File: src/rtl/puf_report_pkg.sv
// rtl/puf_report_pkg.sv - shared constants and FSM state type for the PUF UART reporter (frame length follows PUF_REPORT_CHECKSUM_EN)
package puf_report_pkg;

    localparam logic [7:0] SYNC_BYTE = 8'hA5;

    // Captured payload: challenge, response, 16 digest bytes.
    localparam int BUF_BYTES = 18;

`ifdef PUF_REPORT_CHECKSUM_EN
    localparam int FRAME_BYTES = 20;
`else
    localparam int FRAME_BYTES = 19;
`endif

    typedef enum logic [1:0] {
        ST_IDLE  = 2'd0,
        ST_START = 2'd1,
        ST_DATA  = 2'd2,
        ST_STOP  = 2'd3
    } state_t;

endpackage

File: src/rtl/uart_tx_byte.sv
// rtl/uart_tx_byte.sv - 8N1 serializer for one byte with baud counting and start/done handshake
module uart_tx_byte #(
    parameter int DIV = 868
) (
    input  logic       clk,
    input  logic       reset_n,
    input  logic       start,
    input  logic [7:0] data,
    output logic       tx,
    output logic       bit_end,
    output logic       done
);

    localparam int CW = (DIV > 2) ? $clog2(DIV) : 1;

    logic          active;
    logic [CW-1:0] baud_cnt;
    logic [3:0]    bit_cnt;
    // Bits still to be shifted out after the current one: data LSB first, then stop.
    logic [8:0]    shreg;
    logic          baud_end;

    assign baud_end = (baud_cnt == CW'(DIV - 1));
    assign bit_end  = active && baud_end;
    // done marks the last cycle of the stop bit so the next byte can start with no gap.
    assign done     = bit_end && (bit_cnt == 4'd9);

    // Bit sequencing: start loads a fresh byte even in the final stop-bit cycle.
    always_ff @(posedge clk or negedge reset_n) begin
        if (!reset_n) begin
            tx       <= 1'b1;
            active   <= 1'b0;
            baud_cnt <= '0;
            bit_cnt  <= '0;
            shreg    <= '1;
        end else if (start && (!active || done)) begin
            tx       <= 1'b0;
            active   <= 1'b1;
            baud_cnt <= '0;
            bit_cnt  <= '0;
            shreg    <= {1'b1, data};
        end else if (active) begin
            if (baud_end) begin
                baud_cnt <= '0;
                if (bit_cnt == 4'd9) begin
                    active <= 1'b0;
                    tx     <= 1'b1;
                end else begin
                    tx      <= shreg[0];
                    shreg   <= {1'b1, shreg[8:1]};
                    bit_cnt <= bit_cnt + 4'd1;
                end
            end else begin
                baud_cnt <= baud_cnt + 1'b1;
            end
        end
    end

endmodule

File: src/rtl/puf_uart_reporter.sv
// rtl/puf_uart_reporter.sv - streams challenge/response/digest frames over UART 8N1 (checksum byte with PUF_REPORT_CHECKSUM_EN)
module puf_uart_reporter
    import puf_report_pkg::*;
#(
    parameter int CLK_HZ = 100_000_000,
    parameter int BAUD   = 115200
) (
    input  logic         clk,
    input  logic         reset_n,
    input  logic [7:0]   challenge,
    input  logic [7:0]   response,
    input  logic [127:0] digest,
    input  logic         valid,
    output logic         tx,
    output logic         busy,
    output logic [7:0]   dropped
);

    localparam int DIV = CLK_HZ / BAUD;

    state_t      state;
    logic        valid_q;
    logic        trigger;
    logic [7:0]  frame_buf [BUF_BYTES];
    logic [4:0]  byte_idx;
    logic [2:0]  data_cnt;
    logic        launch;
    logic [7:0]  cur_byte;
    logic        more_bytes;
    logic        frame_end;
    logic        accept;
    logic        u_start;
    logic        u_bit_end;
    logic        u_done;

`ifdef PUF_REPORT_CHECKSUM_EN
    logic [7:0]  csum;
`endif

    assign trigger    = valid && !valid_q;
    // byte_idx is the index of the next byte to hand to the serializer.
    assign more_bytes = (byte_idx != 5'(FRAME_BYTES));
    assign frame_end  = (state == ST_STOP) && u_done && !more_bytes;
    // A trigger landing on the frame's final edge counts as arriving in IDLE.
    assign accept     = trigger && ((state == ST_IDLE) || frame_end);
    assign u_start    = launch || (u_done && more_bytes);

    // Rising-edge detector history.
    always_ff @(posedge clk or negedge reset_n) begin
        if (!reset_n) valid_q <= 1'b0;
        else          valid_q <= valid;
    end

    // Payload capture on an accepted trigger; later input changes are ignored.
    always_ff @(posedge clk or negedge reset_n) begin
        if (!reset_n) begin
            for (int i = 0; i < BUF_BYTES; i++) frame_buf[i] <= '0;
        end else if (accept) begin
            frame_buf[0] <= challenge;
            frame_buf[1] <= response;
            for (int i = 0; i < 16; i++) frame_buf[2 + i] <= digest[8*(15 - i) +: 8];
        end
    end

    // Byte selection: sync, payload, then optional checksum.
    always_comb begin
        cur_byte = SYNC_BYTE;
        if (byte_idx != 5'd0 && byte_idx <= 5'(BUF_BYTES)) cur_byte = frame_buf[byte_idx - 5'd1];
`ifdef PUF_REPORT_CHECKSUM_EN
        else if (byte_idx == 5'(BUF_BYTES + 1)) cur_byte = csum;
`endif
    end

    // Frame launch pulse one cycle after acceptance, and byte index sequencing.
    always_ff @(posedge clk or negedge reset_n) begin
        if (!reset_n) begin
            launch   <= 1'b0;
            byte_idx <= '0;
        end else begin
            launch <= accept;
            if (accept)       byte_idx <= '0;
            else if (u_start) byte_idx <= byte_idx + 5'd1;
        end
    end

`ifdef PUF_REPORT_CHECKSUM_EN
    // Running XOR of every byte handed to the serializer, restarted with the sync byte.
    always_ff @(posedge clk or negedge reset_n) begin
        if (!reset_n)     csum <= 8'h00;
        else if (u_start) csum <= (launch ? 8'h00 : csum) ^ cur_byte;
    end
`endif

    // Frame FSM tracking the bit phase of the byte on the line.
    always_ff @(posedge clk or negedge reset_n) begin
        if (!reset_n) begin
            state    <= ST_IDLE;
            data_cnt <= '0;
        end else begin
            case (state)
                ST_IDLE: begin
                    if (accept) state <= ST_START;
                end
                ST_START: begin
                    if (u_bit_end) begin
                        state    <= ST_DATA;
                        data_cnt <= '0;
                    end
                end
                ST_DATA: begin
                    if (u_bit_end) begin
                        if (data_cnt == 3'd7) state <= ST_STOP;
                        else                  data_cnt <= data_cnt + 3'd1;
                    end
                end
                ST_STOP: begin
                    if (u_done) state <= (more_bytes || accept) ? ST_START : ST_IDLE;
                end
                default: state <= ST_IDLE;
            endcase
        end
    end

    // busy spans from the first start bit to the end of the final stop bit.
    always_ff @(posedge clk or negedge reset_n) begin
        if (!reset_n)       busy <= 1'b0;
        else if (launch)    busy <= 1'b1;
        else if (frame_end) busy <= 1'b0;
    end

    // Saturating count of triggers that could not start a frame.
    always_ff @(posedge clk or negedge reset_n) begin
        if (!reset_n)                                  dropped <= 8'h00;
        else if (trigger && !accept && dropped != 8'hFF) dropped <= dropped + 8'd1;
    end

    uart_tx_byte #(.DIV(DIV)) u_tx (
        .clk     (clk),
        .reset_n (reset_n),
        .start   (u_start),
        .data    (cur_byte),
        .tx      (tx),
        .bit_end (u_bit_end),
        .done    (u_done)
    );

endmodule

File: config.mk
export PLATFORM = sky130hd
export DESIGN_NAME = puf_uart_reporter
export DESIGN_NICKNAME = d
export VERILOG_FILES = /design/src/rtl/puf_report_pkg.sv /design/src/rtl/uart_tx_byte.sv /design/src/rtl/puf_uart_reporter.sv
export SDC_FILE = /design/constraint.sdc
export NUM_CORES = 1
export LEC_CHECK = 0
export ABC_AREA = 1
export BUFFER_PORTS_ARGS = -buffer_cell sky130_fd_sc_hd__clkbuf_2
export CAP_MARGIN = 20
export CORE_MARGIN = 1
export CORE_UTILIZATION = 52
export DETAILED_ROUTE_END_ITERATION = 12
export PLACE_DENSITY_LB_ADDON = 0.05
export SYNTH_ARGS = -nofsm -noshare
export SYNTH_HDL_FRONTEND = slang
export SYNTH_SLANG_ARGS = --single-unit
File: constraint.sdc
create_clock -name clk -period 7.7 [get_ports clk]
set_clock_uncertainty 0.05 [all_clocks]
set_input_delay 1.54 -clock clk [delete_from_list [all_inputs] [get_ports clk]]
set_output_delay 1.54 -clock clk [all_outputs]
set_load 0.02 [all_outputs]
# After elaboration in Yosys (flattened, before gate mapping)
# Cells that the tools add are included.
totals:
  register_bits: 190
  elab_cells: 122
  output_inout_bits: 10
classes:
  n_eq_ne: 15
  n_bitwise: 1
  muxes: 38
  add_sub_neg: 6
  reduce_logical: 30
  magnitude_cmp: 2
op_table:
  columns: ["cell", "n"]
  rows:
  - ["8-bit binary-select mux with 5-bit select", 1]
  - ["9-bit 2-to-1 mux", 4]
  - ["10-bit 2-to-1 mux", 3]
  - ["8-bit 2-to-1 mux", 3]
  - ["4-bit 2-to-1 mux", 4]
  - ["1-bit logical AND", 11]
  - ["1-bit 2-to-1 mux", 11]
  - ["10-bit by 1-bit adder with 10-bit output, second input constant", 1]
  - ["10-bit == test, second input constant", 1]
  - ["2-bit 2-to-1 mux", 5]
  - ["5-bit 2-to-1 mux", 2]
  - ["2-bit nonzero test", 5]
  - ["3-bit 2-to-1 mux", 3]
  - ["8-bit by 1-bit adder with 8-bit output, second input constant", 1]
  - ["2-bit inequality test, second input constant", 4]
  - ["8-bit inequality test, second input constant", 1]
  - ["2-bit one-hot mux with 4 select lines", 1]
  - ["6-bit greater-or-equal comparator, second input constant", 1]
  - ["2-bit by 1-bit inequality test with 1-bit output, second input constant", 3]
  - ["5-bit NOT with 6-bit output", 1]
  - ["3-bit one-hot mux with 2 select lines", 1]
  - ["5-bit by 1-bit adder with 5-bit output, second input constant", 1]
  - ["5-bit <= comparator, second input constant", 1]
  - ["5-bit inequality test, second input constant", 1]
  - ["other kinds (15)", 22]

# Logic depth before layout (Yosys ltp)
# Gate-level depths: netlist of run 1.
logic_depth:
  word_depth: 11
  depth_mapped: 17

# Hierarchy
# Synthesis of run 1 repeated with hierarchy kept, for this count alone.
unflattened:
  hier_cells: 1286
  hier_area_um2: 9529.1
modules_own_cells:
  columns: ["mod", "cells_per_inst", "instances", "area_per_inst_um2", "seq_area_each_um2"]
  rows:
  - ["puf_uart_reporter", 1107, 1, 8175.3, 4129.0]
  - ["uart_tx_byte", 179, 1, 1353.8, 611.8]

# Least setup slack after synthesis of run 1
# Ideal clock, no wire load.
synth_timing:
  kind: "input port to flip-flop"
  start: "input port valid"
  end: "register frame_buf[66] (netlist bit)"
  slack_ns: 5.203
  stages: 6
  path_buffers: 1
  t_arrival_ns: 2.315
  setup_time_ns: 0.132
  required_ns: 7.518
  path_cell_list: "inv_1 -> nor2_1 -> nand2_2 -> inv_4 -> clkbuf_1 -> o21ai_0"
synth_between:
  elab_chain_cells: 2
synth_lines:
  columns: ["element", "line", "source"]
  rows:
  - ["from (decl)", "puf_uart_reporter.sv:13", "input logic valid,"]
  - ["1-bit logical AND", "puf_uart_reporter.sv:40", "assign trigger = valid && !valid_q;"]
  - ["1-bit logical AND", "puf_uart_reporter.sv:45", "assign accept = trigger && ((state == ST_IDLE) || frame_end);"]
  - ["to (decl)", "puf_uart_reporter.sv:24", "logic [7:0] frame_buf [BUF_BYTES];"]
# No other way between the ends.
# A chain may end at the register's enable or synchronous reset.

# Worst setup path in the final report of run 1
layout_timing:
  start: "register byte_idx[0]"
  end: "register frame_buf[118] (netlist bit)"
layout_between:
  elab_chain_cells: 5
layout_lines:
  columns: ["element", "line", "source"]
  rows:
  - ["from (decl)", "puf_uart_reporter.sv:25", "logic [4:0] byte_idx;"]
  - ["from (signal assigned)", "puf_uart_reporter.sv:82", "else if (u_start) byte_idx <= byte_idx + 5'd1;"]
  - ["5-bit inequality test", "puf_uart_reporter.sv:42", "assign more_bytes = (byte_idx != 5'(FRAME_BYTES));"]
  - ["1-bit zero test", "puf_uart_reporter.sv:43", "assign frame_end = (state == ST_STOP) && u_done && !more_bytes;"]
  - ["1-bit logical AND", "puf_uart_reporter.sv:43", null]
  - ["1-bit logical OR", "puf_uart_reporter.sv:45", null]
  - ["1-bit logical AND", "puf_uart_reporter.sv:45", null]
# No other way between the ends.

==> flow_metrics.env, run 1 <==
export IMPL_run_status="finished clean"
export IMPL_hold_buffers=0
export IMPL_synthFlopType="dfrtp_1"
export IMPL_cts_sinks=189
export IMPL_grt_overflow=0
export IMPL_period_needed_ns=4.26
export IMPL_synth_edf_count=0
export IMPL_drt_total_wl_mm=22.3
export IMPL_final_cell_count_no_fill=1629
export IMPL_core_area_um2=18000
export IMPL_start_kind="flop"
export IMPL_antenna_cells=0
export IMPL_holdWs_ns=0.421
export IMPL_numCtsBuffers=17
export IMPL_tns_ns=0
export IMPL_maxCapViolations=0
export IMPL_portBuffers=156
export IMPL_clk_pin_slew_worst_paths_ns=0.07
export IMPL_viasPerCell=4.95
export IMPL_antenna_found_initial=0
export IMPL_final_nets=1549
export IMPL_grt_pass1_vias=7642
export IMPL_relSlewSlack_pct=24.0
export IMPL_place_detailed_hpwl_mm=14.8
export IMPL_syn_num_nets=1429
export IMPL_maxSlewViolCount=0
export IMPL_r2r_slack_ns=3.44
export IMPL_gp_congestion=0.791
export IMPL_power_density_nw_per_um2=183
export IMPL_h_tree_depth=4
export IMPL_firstDrtPassIters=5
export IMPL_cts_resized=0
export IMPL_synth_cells=1267
export IMPL_cts_root_buf="clkbuf_16"
export IMPL_placementRows=49
export IMPL_hold_violations=0
export IMPL_required_ns=7.91
export IMPL_synth_common_cells="nand2_1, dfrtp_1, nand3_1"
export IMPL_cts_tree="done"
export IMPL_initial_utilization_pct=53.2
export IMPL_p_leak_nw=5.87
export IMPL_grt_pass1_wl_mm=37.1
export IMPL_highest_layer="met4"
export IMPL_synth_largest_area_cell="dfrtp_1"
export IMPL_setup_viol=0
export IMPL_yosysWarnings=0
export IMPL_wl_met2_mm=9.96
export IMPL_crit_fanout=117
export IMPL_synthArstFlopShare_pct=100
export IMPL_fillers=1698
export IMPL_grt_setup_unrepaired="no"
export IMPL_synth_cell_type_count=37
export IMPL_insertion_delay_ns=0.43
export IMPL_fp_dieH_um=138
export IMPL_clock_fmax_mhz=235
export IMPL_die_w_um=138
export IMPL_drive_gt1_share_pct=16.0
export IMPL_syn_to_final_growth_pct=14.1
export IMPL_arrival_ns=4.47
export IMPL_period_share_pct=55.4
export IMPL_grtUsageTotal_pct=25.4
export IMPL_grt_max_degree=130
export IMPL_drc=0
export IMPL_worst_ir_drop_vdd_mv=0.140
export IMPL_num_vias=8062
export IMPL_placed_cells=1596
export IMPL_io_pins=157
export IMPL_crit_type="flop to flop"
export IMPL_cts_buffer_depth=2
export IMPL_yosysSeqAreaShare_pct=49.6
export IMPL_postRouteAntennaNets=0
export IMPL_die_area_um2=18900
export IMPL_post_cts_buffers=0
export IMPL_post_place_ws_ns=3.41
export IMPL_worst_pin_slew_ns=1.14
export IMPL_synth_avg_cell_area_um2=7.54
export IMPL_ys_ff_latch=189
export IMPL_dr_first_iter_drc_count=551
export IMPL_met1_length_mm=10.9
export IMPL_route_met3_wl_mm=1.00
export IMPL_synthTopCellsByArea="dfrtp_1, nand2_1, nand3_1, o21ai_0, inv_1"
export IMPL_timing_final_ws_setup_ns=3.44
export IMPL_synth_top_area_share_pct=47.2
export IMPL_yosysMostFrequentCell="nand2_1"
export IMPL_wl_per_cell_um=13.7
export IMPL_min_path_type="flop to flop"
export IMPL_syn_area_um2=9550
export IMPL_crit_path_end_kind="flop"
## layout by cell type (no fill, tap or decap), types with 2 or more instances in the layout
cell type,netlist,final
nand2_1,563,563
dfrtp_1,180,179
clkbuf_2,0,155
nand3_1,111,111
inv_1,102,102
o21ai_0,82,82
nor2_1,63,63
clkbuf_16,0,17
ha_1,15,15
xor2_1,13,13
o21ai_1,12,12
dfstp_2,9,9
a21oi_1,8,8
nor3_1,7,7
o211ai_1,6,6
buf_4,3,6
xnor2_1,5,5
nand2_2,4,4
inv_6,0,4
inv_2,4,4
clkinvlp_4,0,4
nand4_1,3,3
nor2_2,3,3
clkbuf_8,0,3
o22ai_1,2,2
o21ai_2,2,2
clkinv_2,1,2
clkbuf_1,26,2
clkinv_4,0,2
## cells by family after synthesis
logic type	synth area share (%)
flops	49.6
xor+xnor	1.99
simple gates	31.8
compound gates	6.39
fa+ha+maj	1.97
buf+inv	8.20
## state kept, by name, indices dropped and copies added (netlist names)
name / flops
dropped: 8
data_cnt: 3
u_tx.active: 1
byte_idx: 5
frame_buf: 144
u_tx.shreg: 8
u_tx.bit_cnt: 4
u_tx.tx: 1
u_tx.baud_cnt: 10
state: 2
valid_q: 1
launch: 1
busy: 1
## metrics by stage
step | power (mW) | util [%] | cell area (µm²)
floorplan | 1.08 | - | 9550
CTS | 2.01 | 60.5 | 10900
detailed placement | 1.16 | 57.3 | 10300
finish | 1.99 | 60.7 | 10900
global route | 2.06 | 60.7 | 10900
global placement | 1.16 | 57.3 | 10300
## worst max-delay path: stages (launching register included)
cell and delay [ns]:
dfrtp_2 0.95, ha_1 0.31, nand3_1 0.15, nor2_1 0.12
nand4_1 0.12, nand2_1 0.12, nand2_2 0.05, buf_4 0.37
inv_6 0.70, buf_4 0.73, o21ai_0 0.21
## layer usage
layer	up-vias	GRT usage [%]
met3	22	3.75
met1	3672	37.2
met5	-	0
met4	0	8.67
li1	4171	-
met2	197	38.6
## where the power goes
group,total [mW],leakage (nW),internal (mW),switching (mW)
Clock,0.853,0.267,0.467,0.386
Sequential,1.02,2.27,1.01,0.0142
Combinational,0.119,3.34,0.0495,0.0696
Total,1.99,5.87,1.52,0.470
## final timing paths
| check | to | from | cells past startpoint |
|---|---|---|---|
| max | frame_buf[118]$_DFFE_PN0P_ | byte_idx[0]$_DFFE_PN0P_ | 10 |
| min | u_tx.shreg[2]$_DFFE_PN1P_ | u_tx.shreg[2]$_DFFE_PN1P_ | 2 |
| max reg2reg | frame_buf[118]$_DFFE_PN0P_ | byte_idx[0]$_DFFE_PN0P_ | 10 |
| min reg2reg | u_tx.shreg[2]$_DFFE_PN1P_ | u_tx.shreg[2]$_DFFE_PN1P_ | 2 |
| max in group asynchronous | byte_idx[0]$_DFFE_PN0P_ | reset_n | 2 |
| min in group asynchronous | frame_buf[82]$_DFFE_PN0P_ | reset_n | 1 |
## final cells by class
type / instances / area, µm² / share of cell area (%)
Sequential cell: 189 / 4740 / 43.5
Clock inverter: 11 / 109 / 0.999
Clock buffer: 21 / 460 / 4.23
Tap cell: 229 / 287 / 2.63
Multi-Input combinational cell: 908 / 4030 / 36.9
Timing Repair Buffer: 163 / 862 / 7.91
Inverter: 108 / 412 / 3.78
(Power assumes the default switching activity.)
==> inputs of run 2 (changes only) <==
Clock period 7.7 ns to 4.25 ns, I/O delays scaled along.
==> flow_metrics.env, run 2 (synthesis results as in run 1) <==
export IMPL_final_nets=1552
export IMPL_antenna_found_initial=0
export IMPL_cts_root_buf="clkbuf_16"
export IMPL_initial_utilization_pct=53.2
export IMPL_seq_area_um2=4740
export IMPL_setup_viol=0
export IMPL_critPathMostFrequentCell="nor2_1"
export IMPL_die_w_um=138
export IMPL_cts_buffer_depth=2
export IMPL_power_density_nw_per_um2=340
export IMPL_grt_max_degree=136
export IMPL_hold_violations=0
export IMPL_period_share_pct=61.0
export IMPL_top_register="frame_buf"
export IMPL_worst_pin_slew_ns=0.924
export IMPL_top_regs="frame_buf (144), u_tx.baud_cnt (10)"
export IMPL_numCtsBuffers=17
export IMPL_place_detailed_hpwl_mm=15.4
export IMPL_p_total_mw=3.73
export IMPL_fillers=1720
export IMPL_maxCapViolations=0
export IMPL_drive_gt1_share_pct=16.1
export IMPL_wl_per_cell_um=14.1
export IMPL_h_tree_depth=4
export IMPL_layout_commonest_cell="nand2_1"
export IMPL_multi_input_area_um2=4030
export IMPL_run_status="finished clean"
export IMPL_critPathMaxStageDelay_ns=0.50
export IMPL_crit_fanout=71
export IMPL_insertion_delay_ns=0.43
export IMPL_gp_congestion=0.789
export IMPL_placed_cells=1600
export IMPL_post_cts_buffers=0
export IMPL_placementRows=49
export IMPL_drt_total_wl_mm=23.0
export IMPL_grt_pass1_wl_mm=38.0
export IMPL_portBuffers=156
export IMPL_maxSlewViolCount=0
export IMPL_postRouteAntennaNets=0
export IMPL_grt_overflow=0
export IMPL_antenna_cells=0
export IMPL_grt_pass1_vias=7665
export IMPL_tns_ns=0
export IMPL_firstDrtPassIters=5
export IMPL_cpMaxStageDelayCell="buf_4"
export IMPL_drc=0
export IMPL_worst_path_dominant_cell_family="simple AND/OR/NAND/NOR gates"
export IMPL_worst_ir_drop_vdd_mv=0.249
export IMPL_crit_start="u_tx.baud_cnt[1]$_DFFE_PN0N_"
export IMPL_layout_common_cells="nand2_1, dfrtp_1, clkbuf_2"
export IMPL_crit_type="flop to flop"
export IMPL_dr_first_iter_drc_count=554
export IMPL_clock_fmax_mhz=386
export IMPL_grtUsageTotal_pct=26.0
export IMPL_io_pins=157
export IMPL_arrival_ns=2.82
export IMPL_hold_start="u_tx.shreg[2]$_DFFE_PN1P_"
export IMPL_final_cell_count_no_fill=1630
export IMPL_die_area_um2=18900
export IMPL_fp_dieH_um=138
export IMPL_cts_resized=0
export IMPL_core_area_um2=18000
export IMPL_path_cells="ha_1 -> inv_1 -> nor2_1 -> nand3_1 -> nor2_1 -> nand4_1 -> nand2_1 -> nand2_2 -> inv_6 -> buf_4 -> o21ai_0"
export IMPL_period_needed_ns=2.59
export IMPL_hold_buffers=0
export IMPL_min_path_type="flop to flop"
export IMPL_num_vias=8158
export IMPL_cts_tree="done"
export IMPL_start_kind="flop"
export IMPL_largest_reg_flops=144
export IMPL_clk_pin_slew_worst_paths_ns=0.07
export IMPL_holdWs_ns=0.422
export IMPL_syn_to_final_growth_pct=14.8
export IMPL_required_ns=4.48
export IMPL_rr_startpoint="u_tx.baud_cnt[1]$_DFFE_PN0N_"
export IMPL_p_leak_nw=5.91
export IMPL_grt_setup_unrepaired="no"
export IMPL_viasPerCell=5.00
export IMPL_crit_path_end_kind="flop"
export IMPL_relSlewSlack_pct=38.1
export IMPL_cts_sinks=189
export IMPL_worst_path_buf_inv=3
## run 2: final cells by class
cell class	instances	share of cell area [%]
tap	229	2.61
inverter	108	3.75
clock buffer	21	4.29
clock inverter	9	1.24
timing repair buffer	166	8.11
sequential	189	43.3
multi-input combinational	908	36.7
## run 2: path summary, 6_finish.rpt
check | slack, ns | to | cells after the start
setup / recovery | 1.66 | frame_buf[86]$_DFFE_PN0P_ | 11
hold / removal | 0.42 | u_tx.shreg[2]$_DFFE_PN1P_ | 2
setup reg to reg | 1.66 | frame_buf[86]$_DFFE_PN0P_ | 11
hold reg to reg | 0.42 | u_tx.shreg[2]$_DFFE_PN1P_ | 2
max in group asynchronous | 2.81 | u_tx.shreg[4]$_DFFE_PN1P_ | 2
min in group asynchronous | 0.46 | frame_buf[93]$_DFFE_PN0P_ | 1
## run 2: through the flow
stage	area (µm²)	worst slack [ns]	utilization, %
floorplan	9550	1.79	-
global placement	10400	1.75	57.7
detailed placement	10400	1.66	57.7
CTS	11000	1.66	61.0
global route	11000	1.30	61.0
finish	11000	1.66	61.0
## run 2: worst register-to-register path: cells and delay by family, from the launching register on
kind,cells,cell delay (ns)
and+or+nand+nor,6,0.88
DFF,1,0.37
buffers and inverters,3,0.72
adders and majority gates,1,0.19
AOI/OAI and AO/OA,1,0.24
## run 2: power by group
group | internal (mW) | switching (mW) | leakage, nW
Sequential | 1.82 | 0.0251 | 2.27
Clock | 0.970 | 0.694 | 0.292
Combinational | 0.0893 | 0.125 | 3.35
## run 2: metal layers
metal	global-route usage (%)	wire length, µm	up-vias
met5	0	0	-
met4	6.59	312	0
li1	-	-	4172
met3	4.71	1200	15
met1	37.0	10900	3766
met2	40.9	10600	205
